**src/rtl/imem_pkg.sv**
```systemverilog
// Shared encodings for the instruction-memory responder.
package imem_pkg;
  typedef enum logic [1:0] {
    IDLE = 2'd0,
    LOAD = 2'd1,
    RUN  = 2'd2
  } state_e;

  localparam logic [31:0] NOP_WORD = 32'h0000_0000;
endpackage

```
**src/rtl/imem_array.sv**
```systemverilog
// Word array: one synchronous write port, one asynchronous read port.
module imem_array #(
  parameter int ADDR_WIDTH = 6,
  parameter int DATA_WIDTH = 32
) (
  input  logic                  clock,
  input  logic                  wen,
  input  logic [ADDR_WIDTH-1:0] waddr,
  input  logic [DATA_WIDTH-1:0] wdata,
  input  logic [ADDR_WIDTH-1:0] raddr,
  output logic [DATA_WIDTH-1:0] rdata
);
  logic [DATA_WIDTH-1:0] mem_q [2**ADDR_WIDTH];

  always_ff @(posedge clock) begin
    if (wen) mem_q[waddr] <= wdata;
  end

  assign rdata = mem_q[raddr];
endmodule

```
**src/rtl/imem_responder.sv**
```systemverilog
// Instruction-memory responder: program-load stream fills the array, fetches
// are answered combinationally while in RUN.
module imem_responder
  import imem_pkg::*;
#(
  parameter int ADDR_WIDTH = 6,
  parameter int DATA_WIDTH = 32
) (
  input  logic                  clock,
  input  logic                  reset_n,
  input  logic                  load_start,
  input  logic                  load_valid,
  output logic                  load_ready,
  input  logic [DATA_WIDTH-1:0] load_data,
  input  logic                  load_last,
  input  logic [31:0]           raddr,
  output logic [DATA_WIDTH-1:0] instr,
  output logic                  run,
  output logic [ADDR_WIDTH:0]   count,
  output logic                  fault
);
  localparam int DEPTH = 2**ADDR_WIDTH;

  state_e                state_q, state_d;
  logic [ADDR_WIDTH-1:0] wptr_q, wptr_d;
  logic [ADDR_WIDTH:0]   count_q, count_d;
  logic                  fault_q, fault_d;
  logic                  xfer, hit;
  logic [DATA_WIDTH-1:0] rdata;

  // Restart has priority: a word presented alongside load_start is dropped.
  assign xfer = load_valid && (state_q == LOAD) && !load_start;
  assign hit  = (raddr < 32'(count_q)) && (raddr[31:ADDR_WIDTH] == '0);

  imem_array #(.ADDR_WIDTH(ADDR_WIDTH), .DATA_WIDTH(DATA_WIDTH)) u_array (
    .clock (clock),
    .wen   (xfer),
    .waddr (wptr_q),
    .wdata (load_data),
    .raddr (raddr[ADDR_WIDTH-1:0]),
    .rdata (rdata)
  );

  always_comb begin
    state_d = state_q;
    wptr_d  = wptr_q;
    count_d = count_q;
    fault_d = fault_q;
    case (state_q)
      IDLE: if (load_start) begin
        state_d = LOAD;
        wptr_d  = '0;
        count_d = '0;
        fault_d = 1'b0;
      end
      LOAD: if (load_start) begin
        wptr_d  = '0;
        count_d = '0;
        fault_d = 1'b0;
      end else if (xfer) begin
        wptr_d  = wptr_q + 1'b1;
        count_d = count_q + 1'b1;
        // Full array ends the load even without load_last; wptr never reused.
        if (load_last || count_q == (ADDR_WIDTH+1)'(DEPTH-1)) state_d = RUN;
      end
      RUN: if (load_start) begin
        state_d = LOAD;
        wptr_d  = '0;
        count_d = '0;
        fault_d = 1'b0;
      end else if (!hit) begin
        fault_d = 1'b1;
      end
      default: state_d = IDLE;
    endcase
  end

  always_ff @(posedge clock or negedge reset_n) begin
    if (!reset_n) begin
      state_q <= IDLE;
      wptr_q  <= '0;
      count_q <= '0;
      fault_q <= 1'b0;
    end else begin
      state_q <= state_d;
      wptr_q  <= wptr_d;
      count_q <= count_d;
      fault_q <= fault_d;
    end
  end

  assign load_ready = (state_q == LOAD);
  assign run        = (state_q == RUN);
  assign count      = count_q;
  assign fault      = fault_q;
  assign instr      = (run && hit) ? rdata : DATA_WIDTH'(NOP_WORD);
endmodule

```
**config.mk**
```make
export PLATFORM = sky130hd
export DESIGN_NAME = imem_responder
export DESIGN_NICKNAME = d
export VERILOG_FILES = /design/src/rtl/imem_pkg.sv /design/src/rtl/imem_array.sv /design/src/rtl/imem_responder.sv
export SDC_FILE = /design/constraint.sdc
export NUM_CORES = 2
export LEC_CHECK = 0
export CORE_MARGIN = 5
export CORE_UTILIZATION = 55
export CTS_CLUSTER_DIAMETER = 150
export CTS_CLUSTER_SIZE = 14
export DETAILED_ROUTE_END_ITERATION = 10
export PLACE_DENSITY_LB_ADDON = 0.1
export RECOVER_POWER = 50
export SLEW_MARGIN = 0
export SYNTH_ARGS = -nofsm -noshare
export SYNTH_HDL_FRONTEND = slang
export SYNTH_HIERARCHICAL = 1
export SYNTH_SLANG_ARGS = --single-unit
export TNS_END_PERCENT = 5
```
**constraint.sdc**
```tcl
create_clock -name clock -period 7.25 [get_ports clock]
set_clock_uncertainty 0.15 [all_clocks]
set_input_delay 1.45 -clock clock [delete_from_list [all_inputs] [get_ports clock]]
set_output_delay 1.45 -clock clock [all_outputs]
set_load 0.005 [all_outputs]
```
==> results.py <==
metrics = {
    "run_status": {
        "status": "finished, violations left",
        "violations": "max-capacitance violations, max-slew violations",
    },
    "place": {
        "dpl_worst_slack_ns": 0.654,
        "io_buffers": 110,
        "gp_congestion": 0.816,
        "dpl.hpwl_mm": 115,
        "placed_cell_area_sq_mm": 0.0834,
    },
    "routing": {
        "vias_per_cell": 6.70,
        "postRouteAntennaNets": 0,
        "drt_iter0_markers": 4016,
        "drc": 0,
        "wire_per_inst_um": 34.9,
        "routed_wl_mm": 195,
        "dr.pass1.iters": 7,
        "dr_total_vias": 37600,
    },
    "worst_setup_path": {
        "worst_setup_path_end_kind": "output pin",
        "r2r_cells": 7,
        "reg2reg_from": "state_q[0]$_DFFE_PN0P_",
        "cp_max_fo": 8,
        "rr_endpoint": "u_array/mem_q[38][27]$_DFFE_PP_",
        "reg2reg_setup_slack_ns": 3.02,
        "cpMaxStageDelayCell": "clkdlybuf4s50_1",
        "cp.arrival_ns": 5.01,
        "cp_cell_sequence": "clkdlybuf4s50_1 > buf_4 > nand3b_1 > o221ai_1 > a21oi_1 > a21oi_1 > nor2_1 > and2_1 > clkdlybuf4s50_1",
        "cp_data_required_time_ns": 5.65,
        "max_stage_delay_ns": 0.86,
        "crit_type": "input pin to output pin",
        "start_kind": "input pin",
    },
    "timing": {
        "hold_slack_ns": 0.448,
        "tns_ns": 0,
        "max-slew-margin-rel": -1.07,
        "finalMaxSlewViolations": 2081,
        "fmax_ghz": 0.151,
        "finalHoldViolCount": 0,
        "rsz0062_at_grt": "no",
        "finalSetupViolations": 0,
        "post-route-period-util": 0.912,
        "worst_slack_ns": 0.638,
        "worst_pin_slew_ns": 3.11,
        "post-route-min-period_ns": 6.61,
    },
    "flow_run": {
        "drv_cap": 32,
    },
    "die": {
        "initial_core_util": 0.552,
        "core_area_sq_mm": 0.143,
        "die_area_sq_mm": 0.152,
        "die_width_um": 389,
        "fp.dieH_um": 389,
        "rows": 139,
        "ios": 111,
    },
    "power": {
        "ir_drop_uv": 196,
        "leakage_uw": 0.0269,
        "powerDensity_mw_per_mm2": 256,
    },
    "clock_tree": {
        "holdBufCountCts": 0,
        "tritoncts": "yes",
        "numCtsBuffers": 165,
        "postCtsSetupRepairBufs": 0,
        "worstSkewPairLatency_ns": 0.80,
        "clk_pin_slew_worst_paths_ns": 0.07,
        "clockBufferDepth": 3,
        "root_buffer": "clkbuf_16",
        "clkSinkCount": 2064,
        "htree_num_levels": 4,
        "cts_resized": 0,
    },
    "synthesis": {
        "syn_inst": 3441,
        "synth_cell_type_count": 51,
        "synthArstFlopShare": 0.00775,
        "avgSynthCellArea_sq_um": 23.0,
        "synth_nets": 3518,
        "synth-seq-cells": 2064,
        "synth_area_sq_mm": 0.0791,
        "synth_top_cell_area_share": 0.777,
        "ys.flop_type": "edfxtp_1",
        "synthTopCellsByArea": "edfxtp_1, mux4_2, mux2i_1, nor2_1, o22ai_1",
        "synth_warnings": 6,
        "synth_area_leader_cell": "edfxtp_1",
        "synth_edf_count": 2048,
        "ys_seq_area_frac": 0.782,
    },
    "hold_path": {
        "holdPathEnd": "count[5]$_DFFE_PN0P_",
        "min_from": "count[5]$_DFFE_PN0P_",
        "worstHoldPathCells": 2,
        "hp-class": "register to register",
    },
    "grt": {
        "grt_start_max_net_pins": 85,
        "grt_pass1_wl_mm": 281,
        "antenna_found_initial": 10,
        "grt_usage": 0.261,
        "grt-ovfl-total": 0,
        "grt_pass1_vias": 38100,
    },
    "layout": {
        "area_growth_pct": 10.9,
        "nets": 3752,
        "drive_gt1_frac": 0.254,
        "stdcell_area_sq_mm": 0.0878,
    },
}
==> metrics by stage <==
stage / instances / power (uW) / utilization
after floorplan: 3441 / 14100 / -
after global placement: 5411 / 14700 / 0.582
after detailed placement: 5411 / 14700 / 0.582
after CTS: 5596 / 22600 / 0.613
after global routing: 5596 / 23200 / 0.612
final: 5601 / 22500 / 0.612
==> cells by family after synthesis <==
group	Yosys count	share of synthesized area
flops	2064	0.782
mux	637	0.167
simple gates	311	0.0188
compound gates	217	0.0182
buf+inv	195	0.0121
xor+xnor	9	0.000996
fa+ha+maj	8	0.00126
==> placed cells by master, fill, tap and decap left out, types with 11 or more instances in the layout <==
master / count
a22oi_1: 12
clkbuf_16: 170
mux4_2: 544
and2_1: 37
o22ai_1: 84
dfrtp_1: 16
clkdlybuf4s50_1: 71
a21oi_1: 65
buf_4: 121
edfxtp_1: 2048
clkbuf_1: 39
o221ai_1: 27
nand2_1: 35
nor2b_1: 18
nor2_1: 91
nor3_1: 11
buf_12: 24
nor2_4: 60
mux2i_1: 93
==> how the worst max path moves through the flow <==
stage	startpoint	to	slack (ns)	depth (start not counted)
detailed placement	raddr[5]	instr[19]	0.65	9
CTS	raddr[5]	instr[19]	0.64	9
floorplan	load_valid	u_array/mem_q[48][0]$_DFFE_PP_	1.99	5
global placement	raddr[0]	instr[19]	0.64	9
global route	raddr[0]	instr[19]	0.47	9
finish	raddr[5]	instr[19]	0.64	9
==> registers in the layout (all words and copies together) (netlist names) <==
signal	flops
u_array/mem_q	2048
count	7
wptr_q	6
state_q	2
fault	1
==> metal layers <==
metal	vias to the layer above	track usage	wire length [um]
met1	20500	0.386	79400
met2	1811	0.410	94300
li1	15000	-	-
met3	271	0.0530	17200
met5	-	0	52
met4	10	0.0643	4560
==> critical path, delay by kind of cell <==
| kind | cells | cell delay, ns |
|---|---|---|
| compound gates | 3 | 0.60 |
| buf+inv | 3 | 1.75 |
| simple gates | 3 | 1.18 |
==> cells in the mapped netlist (9+ instances only) <==
| cell type | instances |
|---|---|
| a21oi_1 | 65 |
| a22oi_1 | 12 |
| and2_1 | 37 |
| buf_1 | 21 |
| buf_2 | 57 |
| buf_4 | 25 |
| clkbuf_1 | 77 |
| dfrtp_1 | 16 |
| edfxtp_1 | 2048 |
| mux2i_1 | 93 |
| mux4_2 | 544 |
| nand2_1 | 35 |
| nor2_1 | 151 |
| nor2b_1 | 18 |
| nor3_1 | 13 |
| nor4_1 | 9 |
| o221ai_1 | 27 |
| o22ai_1 | 84 |
| xnor2_1 | 9 |
==> final cells by class <==
type / count / area (sq um)
sequential: 2064 / 61900
antenna: 5 / 12.5
inverter: 7 / 26.3
tap: 1903 / 2380
clock inverter: 9 / 120
multi-input combinational: 1182 / 16700
timing repair buffer: 255 / 2290
fill: 9708 / 55600
clock buffer: 176 / 4280
==> report_power, final <==
part	total [uW]	switching (uW)	leakage [uW]	internal, uW
sequential	13200	38.4	0.0186	13200
combinational	1230	755	0.00612	470
clock	8020	3860	0.00216	4160
total	22500	4650	0.0269	17800
Note: power is estimated with default switching activity, not from simulation.
